===== src/rtl/mem_bus_arbiter.sv =====
// mem_bus_arbiter: shares one single-ported memory between an instruction-fetch port (I, read
// only) and a data port (D, load/store). Requests are accepted only from IDLE. The downstream
// request is registered and held stable until acknowledged. The response is routed back to the
// granted port. A watchdog aborts a transfer that is never acknowledged.
//
// Configuration macro:
//   ARB_RR_EN  defined   -> round-robin on contention (the port not granted last time wins)
//              undefined -> fixed priority, D beats I
//
// Ports:
//   clk, rst                      clock (rising edge), synchronous active-high reset
//   i_i_stb, i_i_addr             fetch request and address
//   o_i_data, o_i_ack, o_i_err    fetch response, completion, watchdog abort
//   i_d_stb, i_d_wr_en            data request and direction (1 = write)
//   i_d_addr, i_d_wdata           data address and store data
//   o_d_data, o_d_ack, o_d_err    data response, completion, watchdog abort
//   o_m_stb, o_m_wr_en            downstream request and write enable
//   o_m_addr, o_m_wdata           downstream address and write data
//   i_m_data, i_m_ack             downstream read data and acknowledge
//   o_grant                       01 = I granted, 10 = D granted, 00 = idle
module mem_bus_arbiter #(
    parameter int unsigned TIMEOUT = 255
) (
    input  logic        clk,
    input  logic        rst,
    input  logic        i_i_stb,
    input  logic [31:0] i_i_addr,
    output logic [31:0] o_i_data,
    output logic        o_i_ack,
    output logic        o_i_err,
    input  logic        i_d_stb,
    input  logic        i_d_wr_en,
    input  logic [31:0] i_d_addr,
    input  logic [31:0] i_d_wdata,
    output logic [31:0] o_d_data,
    output logic        o_d_ack,
    output logic        o_d_err,
    output logic        o_m_stb,
    output logic        o_m_wr_en,
    output logic [31:0] o_m_addr,
    output logic [31:0] o_m_wdata,
    input  logic [31:0] i_m_data,
    input  logic        i_m_ack,
    output logic [1:0]  o_grant
);

    localparam int unsigned CntW = (TIMEOUT > 0) ? $clog2(TIMEOUT + 1) : 1;
    localparam logic [CntW-1:0] TimeoutCnt = CntW'(TIMEOUT);
    localparam bit WdogEn = (TIMEOUT != 0);

    typedef enum logic [1:0] {
        StIdle = 2'd0,
        StGntI = 2'd1,
        StGntD = 2'd2
    } state_e;

    state_e          state_q, state_d;
    logic [31:0]     addr_q, addr_d;
    logic [31:0]     wdata_q, wdata_d;
    logic            wr_en_q, wr_en_d;
    logic [CntW-1:0] cnt_q, cnt_d;
    logic            last_grant_q, last_grant_d;  // 0 = I, 1 = D

    logic gnt_i;
    logic gnt_d;
    logic timeout_hit;
    logic pick_d;

    assign gnt_i       = (state_q == StGntI);
    assign gnt_d       = (state_q == StGntD);
    assign timeout_hit = WdogEn && (cnt_q == TimeoutCnt);

    // D wins when it requests, unless round-robin says I is owed a turn.
`ifdef ARB_RR_EN
    assign pick_d = i_d_stb && (!i_i_stb || !last_grant_q);
`else
    assign pick_d = i_d_stb;
`endif

    always_comb begin
        state_d      = state_q;
        addr_d       = addr_q;
        wdata_d      = wdata_q;
        wr_en_d      = wr_en_q;
        cnt_d        = cnt_q;
        last_grant_d = last_grant_q;
        unique case (state_q)
            StIdle: begin
                cnt_d = '0;
                if (pick_d) begin
                    state_d      = StGntD;
                    addr_d       = i_d_addr;
                    wdata_d      = i_d_wdata;
                    wr_en_d      = i_d_wr_en;
                    last_grant_d = 1'b1;
                end else if (i_i_stb) begin
                    state_d      = StGntI;
                    addr_d       = i_i_addr;
                    wdata_d      = '0;
                    wr_en_d      = 1'b0;
                    last_grant_d = 1'b0;
                end
            end
            StGntI, StGntD: begin
                if (i_m_ack || timeout_hit) begin
                    state_d = StIdle;
                end else if (WdogEn) begin
                    cnt_d = cnt_q + CntW'(1);
                end
            end
            default: state_d = StIdle;
        endcase
    end

    always_ff @(posedge clk) begin
        if (rst) begin
            state_q      <= StIdle;
            addr_q       <= '0;
            wdata_q      <= '0;
            wr_en_q      <= 1'b0;
            cnt_q        <= '0;
            last_grant_q <= 1'b0;
        end else begin
            state_q      <= state_d;
            addr_q       <= addr_d;
            wdata_q      <= wdata_d;
            wr_en_q      <= wr_en_d;
            cnt_q        <= cnt_d;
            last_grant_q <= last_grant_d;
        end
    end

    // Responses are combinational from the memory side; an ack on the watchdog cycle wins.
    always_comb begin
        o_i_ack   = gnt_i && i_m_ack;
        o_d_ack   = gnt_d && i_m_ack;
        o_i_err   = gnt_i && !i_m_ack && timeout_hit;
        o_d_err   = gnt_d && !i_m_ack && timeout_hit;
        o_i_data  = o_i_ack ? i_m_data : 32'h0;
        o_d_data  = (o_d_ack && !wr_en_q) ? i_m_data : 32'h0;
        o_m_stb   = gnt_i || gnt_d;
        o_m_wr_en = wr_en_q;
        o_m_addr  = addr_q;
        o_m_wdata = wdata_q;
        o_grant   = {gnt_d, gnt_i};
    end

endmodule


===== config.mk =====
export PLATFORM = sky130hd
export DESIGN_NAME = mem_bus_arbiter
export DESIGN_NICKNAME = d
export VERILOG_FILES = /design/src/rtl/mem_bus_arbiter.sv
export SDC_FILE = /design/constraint.sdc
export NUM_CORES = 1
export LEC_CHECK = 0
export ABC_AREA = 1
export CORE_AREA = 3 3 105 107
export CTS_CLUSTER_DIAMETER = 120
export CTS_CLUSTER_SIZE = 10
export DETAILED_ROUTE_END_ITERATION = 8
export DIE_AREA = 0 0 108 110
export GPL_TIMING_DRIVEN = 0
export HOLD_SLACK_MARGIN = 0.15
export PLACE_DENSITY = 0.87
export SYNTH_ARGS = -nofsm -noshare
export SYNTH_HDL_FRONTEND = slang
export SYNTH_SLANG_ARGS = --single-unit

===== constraint.sdc =====
create_clock -name clk -period 2.2 [get_ports clk]
set_input_delay 0.33 -clock clk [delete_from_list [all_inputs] [get_ports clk]]
set_output_delay 0.33 -clock clk [all_outputs]
set_load 0.02 [all_outputs]

# Word-level counts from Yosys, hierarchy flattened

Cells that the tools add are included.

Bits in registers: 75
Input bits: 134
Output and inout port bits: 136
Word-level logic and storage cells: 44

Add/subtract/negate cells: 1
Equal/unequal tests: 6
Mux-type cells: 14
Reductions and logical operators: 18

Operator list:

| operator                                            | count |
|---|---|
| two-way mux 32 bit                                  | 6 |
| one-hot mux 8 bit (2 select lines)                  | 1 |
| adder 8 x 1 -> 8 bit, second input constant         | 1 |
| equality test 8 bit, second input constant          | 1 |
| two-way mux 8 bit                                   | 1 |
| logical AND 1 bit                                   | 7 |
| two-way mux 2 bit                                   | 3 |
| AND reduction 2 bit                                 | 3 |
| != test 2 bit, second input constant                | 2 |
| one-hot mux 2 bit (2 select lines)                  | 1 |
| nonzero test 2 bit                                  | 2 |
| != test 3 bit, second input constant                | 1 |
| equality test 2 x 1 -> 1 bit, second input constant | 1 |
| equality test 2 bit, second input constant          | 1 |
| logical NOT 1 bit                                   | 2 |
| logical NOT 2 bit                                   | 1 |
| logical OR 1 bit                                    | 2 |
| two-way mux 1 bit                                   | 2 |
| OR reduction 2 bit                                  | 1 |

# Logic depth before layout (Yosys ltp)

Gate-level depths: netlist (run 1).

Word-level depth: 4
Depth in mapped cells: 9
Mapped depth without buffers: 9

# Worst setup path before layout (run 1)

No wires, ideal clock.

Path kind: register to output
Start point: register state_q[0]
End point: output o_d_data[10]
Data arrival time: 1.445 ns
Data required time: 1.870 ns
Slack: 0.425 ns
Stages on the path, launching flop included: 8
Buffers on the path: 2
Path through: dfxtp_1 -> inv_1 -> ha_1 -> nand2_1 -> or2_2 -> clkbuf_1 -> buf_2 -> nor2_1

Longest elaborated chain between the ends: 4

RTL lines:

| what                     | line | RTL |
|---|---|---|
| start: declaration       | 57   | `state_e state_q, state_d;` |
| start signal: assignment | 117  | `state_q <= StIdle;` |
| start signal: assignment | 124  | `state_q <= state_d;` |
| equality test 2 bit      | 70   | `assign gnt_d = (state_q == StGntD);` |
| via gnt_d                | 65   | `logic gnt_d;` |
| logical AND 1 bit        | 136  | `o_d_ack = gnt_d && i_m_ack;` |
| logical AND 1 bit        | 140  | `o_d_data = (o_d_ack && !wr_en_q) ? i_m_data : 32'h0;` |
| two-way mux 32 bit       | 140  |  |
| end: declaration         | 35   | `output logic [31:0] o_d_data,` |

The timed path passes the listed nets, and every way through them passes these cells.

# Worst setup path after layout (run 1)

Start point: register state_q[0]
End point: output o_grant[1]

Longest elaborated chain between the ends: 1

RTL lines:

| what                | line | RTL |
|---|---|---|
| equality test 2 bit | 70   |  |
| end: declaration    | 44   | `output logic [1:0] o_grant` |

No other way between the ends.

==> results.cfg, run 1 <==
[run_status]
outcome = finished clean

[worst_setup_path]
critPathArrivalTime_ps = 1820
crit_path_top_delay_cell = clkdlybuf4s50_1
path_class = flip-flop to output pin
reg2reg_depth = 9
cp_num_cells = 5
cpMostUsedCell = buf_4
cp_max_fo = 3
path_delay_family = buffers and inverters
critPathMaxStageDelay_ps = 540
worstPathRequired_ps = 1870
r2r_slack_ps = 550
worst-path-buf-inv = 4
worst_setup_path_end_kind = output pin
crit_chain = inv_1, ha_2, buf_4, buf_4, clkdlybuf4s50_1
crit_path_start_kind = flip-flop

[clocking]
clk_latency_ps = 350
clk_pin_slew_ps = 80
numCtsBuffers = 9
ctsRootBufferMaster = clkbuf_8
cts_tree = yes
cts_buffer_depth = 2
h-tree-depth = 3
clock-sinks = 75
cts_hold_buf = 0

[yosys]
synth_edf_count = 0
syn_avg_cell_area_sq_um = 6.65
yosysMostFrequentCell = nand2_1
ys.flop_type = dfxtp_1
ys_types = 23
synth_area_sq_um = 3520
synth_area_leaders = dfxtp_1, nand2_1, nor2_1
ys_ff_latch = 75
synth_top_area_share_pct = 42.6
ys_warn_count = 0
synth_cells = 530
async_flop_share_pct = 0
ys_top_cells_by_count = nand2_1, nor2_1, dfxtp_1, inv_1, a21oi_1
synth_seq_area_share_pct = 42.6
synth_nets = 668
synth.largest_area_cell = dfxtp_1

[route]
wire_per_inst_um = 14.8
ant_nets = 0
via_per_inst = 4.69
wl_um = 14000
drtIter0Drc = 191
num_vias = 4452
firstDrtPassIters = 4
drc = 0

[place]
port_buffers = 268
place_ws_ps = -468
place_congestion = 0.829
dpl_cell_area_sq_um = 6370
dp_hpwl_um = 11200

[pwr]
peakVddDrop_mv = 0.358
p_per_area_nw_per_um2 = 602
leakage_nw = 2.86
power.total_mw = 3.84

[layout]
fin_nets = 947
fillers = 932
syn_to_final_growth_pct = 80.9
drive_gt1_share_pct = 11.4
antenna_cells = 0
final_area_sq_um = 6370

[floorplan]
start_util_pct = 34.4
io_pins = 270
die-width_um = 108
dieArea_sq_um = 11900
die_h_um = 110
rows = 37
fp.coreArea_sq_um = 10200

[sta]
fin_crit_ps = 2150
clock_skew_ps = 7.74
max_freq_mhz = 465
setup_violations = 0
worst_slew_pin_slew_ps = 501
final_hold_viol_count = 0
worst_slack_ps = 49.8
slew_violations = 0
finalCritPeriodShare_pct = 97.7
maxSlewHeadroom_pct = 66.6
hold_slack_ps = 319

[worst_hold_path]
hp-class = input pin to flip-flop
hold_depth = 3

[grt]
grt_use_total_pct = 22.4
antenna_found_initial = 0
grt_pass1_vias = 4168
overflow = 0
grt_pass1_wl_um = 20800
grt_start_max_net_pins = 13

[run]
maxCapViolCount = 0
path summary, 6_finish.rpt:
| kind | from | end |
|---|---|---|
| worst max-delay path | state_q[0] | o_grant[1] |
| worst min-delay path | i_d_stb | o_m_addr[30] |
| worst max register to register | state_q[0] | cnt_q[6] |
| worst min register to register | o_m_wdata[0] | o_m_wdata[0] |
through the flow:
step                      utilization [%]  setup TNS (ps)  instances
after CTS                            62.4               0        948
final                                62.3               0        949
after global routing                 62.3           -2.98        949
after detailed placement             62.3          -16490        934
after floorplan                         -               0        530
after global placement               62.3          -15940        934
state kept, by name (all words and copies together) (netlist names):
name       cells
o_m_wdata     32
state_q        2
o_m_addr      32
cnt_q          8
o_m_wr_en      1
layout by cell type (no fill, tap or decap), drive strengths merged:
| cell | n |
|---|---|
| nand2 | 157 |
| inv | 51 |
| o21ai | 37 |
| nand3b | 1 |
| clkinvlp | 2 |
| buf | 47 |
| nand3 | 12 |
| clkbuf | 41 |
| xnor2 | 1 |
| a31oi | 32 |
| clkdlybuf4s50 | 200 |
| dlymetal6s2s | 1 |
| nor2 | 79 |
| dfxtp | 75 |
| dlygate4sd2 | 13 |
| clkdlybuf4s15 | 12 |
| a21oi | 43 |
| clkinv | 4 |
| ha | 4 |
| or2 | 1 |
where the power goes:
group          internal (mW)  switching (mW)  total (mW)
sequential              1.49          0.0729        1.57
combinational          0.633           0.696        1.33
clock                  0.428           0.514       0.942
per-layer routing:
metal  wire length (um)  vias up  GRT usage, %
met5                  0        -             0
met3               1370       30          7.51
met2               7200      214          41.3
met1               5050     1976          23.3
met4                408        0          9.02
li1                   -     2232             -
cells by family after synthesis:
logic type,synth area share (%)
adders and majority gates,1.42
buffers and inverters,10.7
xor gates and xnor gates,0.249
and+or+nand+nor,27.7
DFF,42.6
AOI/OAI and AO/OA,17.4
worst register-to-register path, stage by stage, from the launching register on:
cell	delay (ps)
dfxtp_1	390
inv_1	90
ha_1	410
nand2_1	120
inv_1	140
nand2_4	120
nand2_2	100
inv_2	40
nor2_1	90
nor2_1	50
final cells by class:
class | instances | area, sq um | share of cell area, %
Buffer | 35 | 193 | 3.02
Clock buffer | 10 | 138 | 2.16
Clock inverter | 5 | 30.0 | 0.471
Inverter | 52 | 198 | 3.10
Multi-Input combinational cell | 367 | 1660 | 26.1
Sequential cell | 75 | 1500 | 23.6
Tap cell | 136 | 170 | 2.67
Timing Repair Buffer | 269 | 2480 | 39.0
repair_timing:
item,in CTS,in global routing
hold endpoints to repair,0,0
setup endpoints to repair,67,61
resized for setup,180,39
setup buffers,0,1
No activity file was read; power rests on OpenSTA's default activity.
==> inputs of run 2 (changes only) <==
HOLD_SLACK_MARGIN = 0.02   (was 0.15)
==> results of run 2 <==
Same layout as run 1: the final DEF is identical, and so are final timing and power.
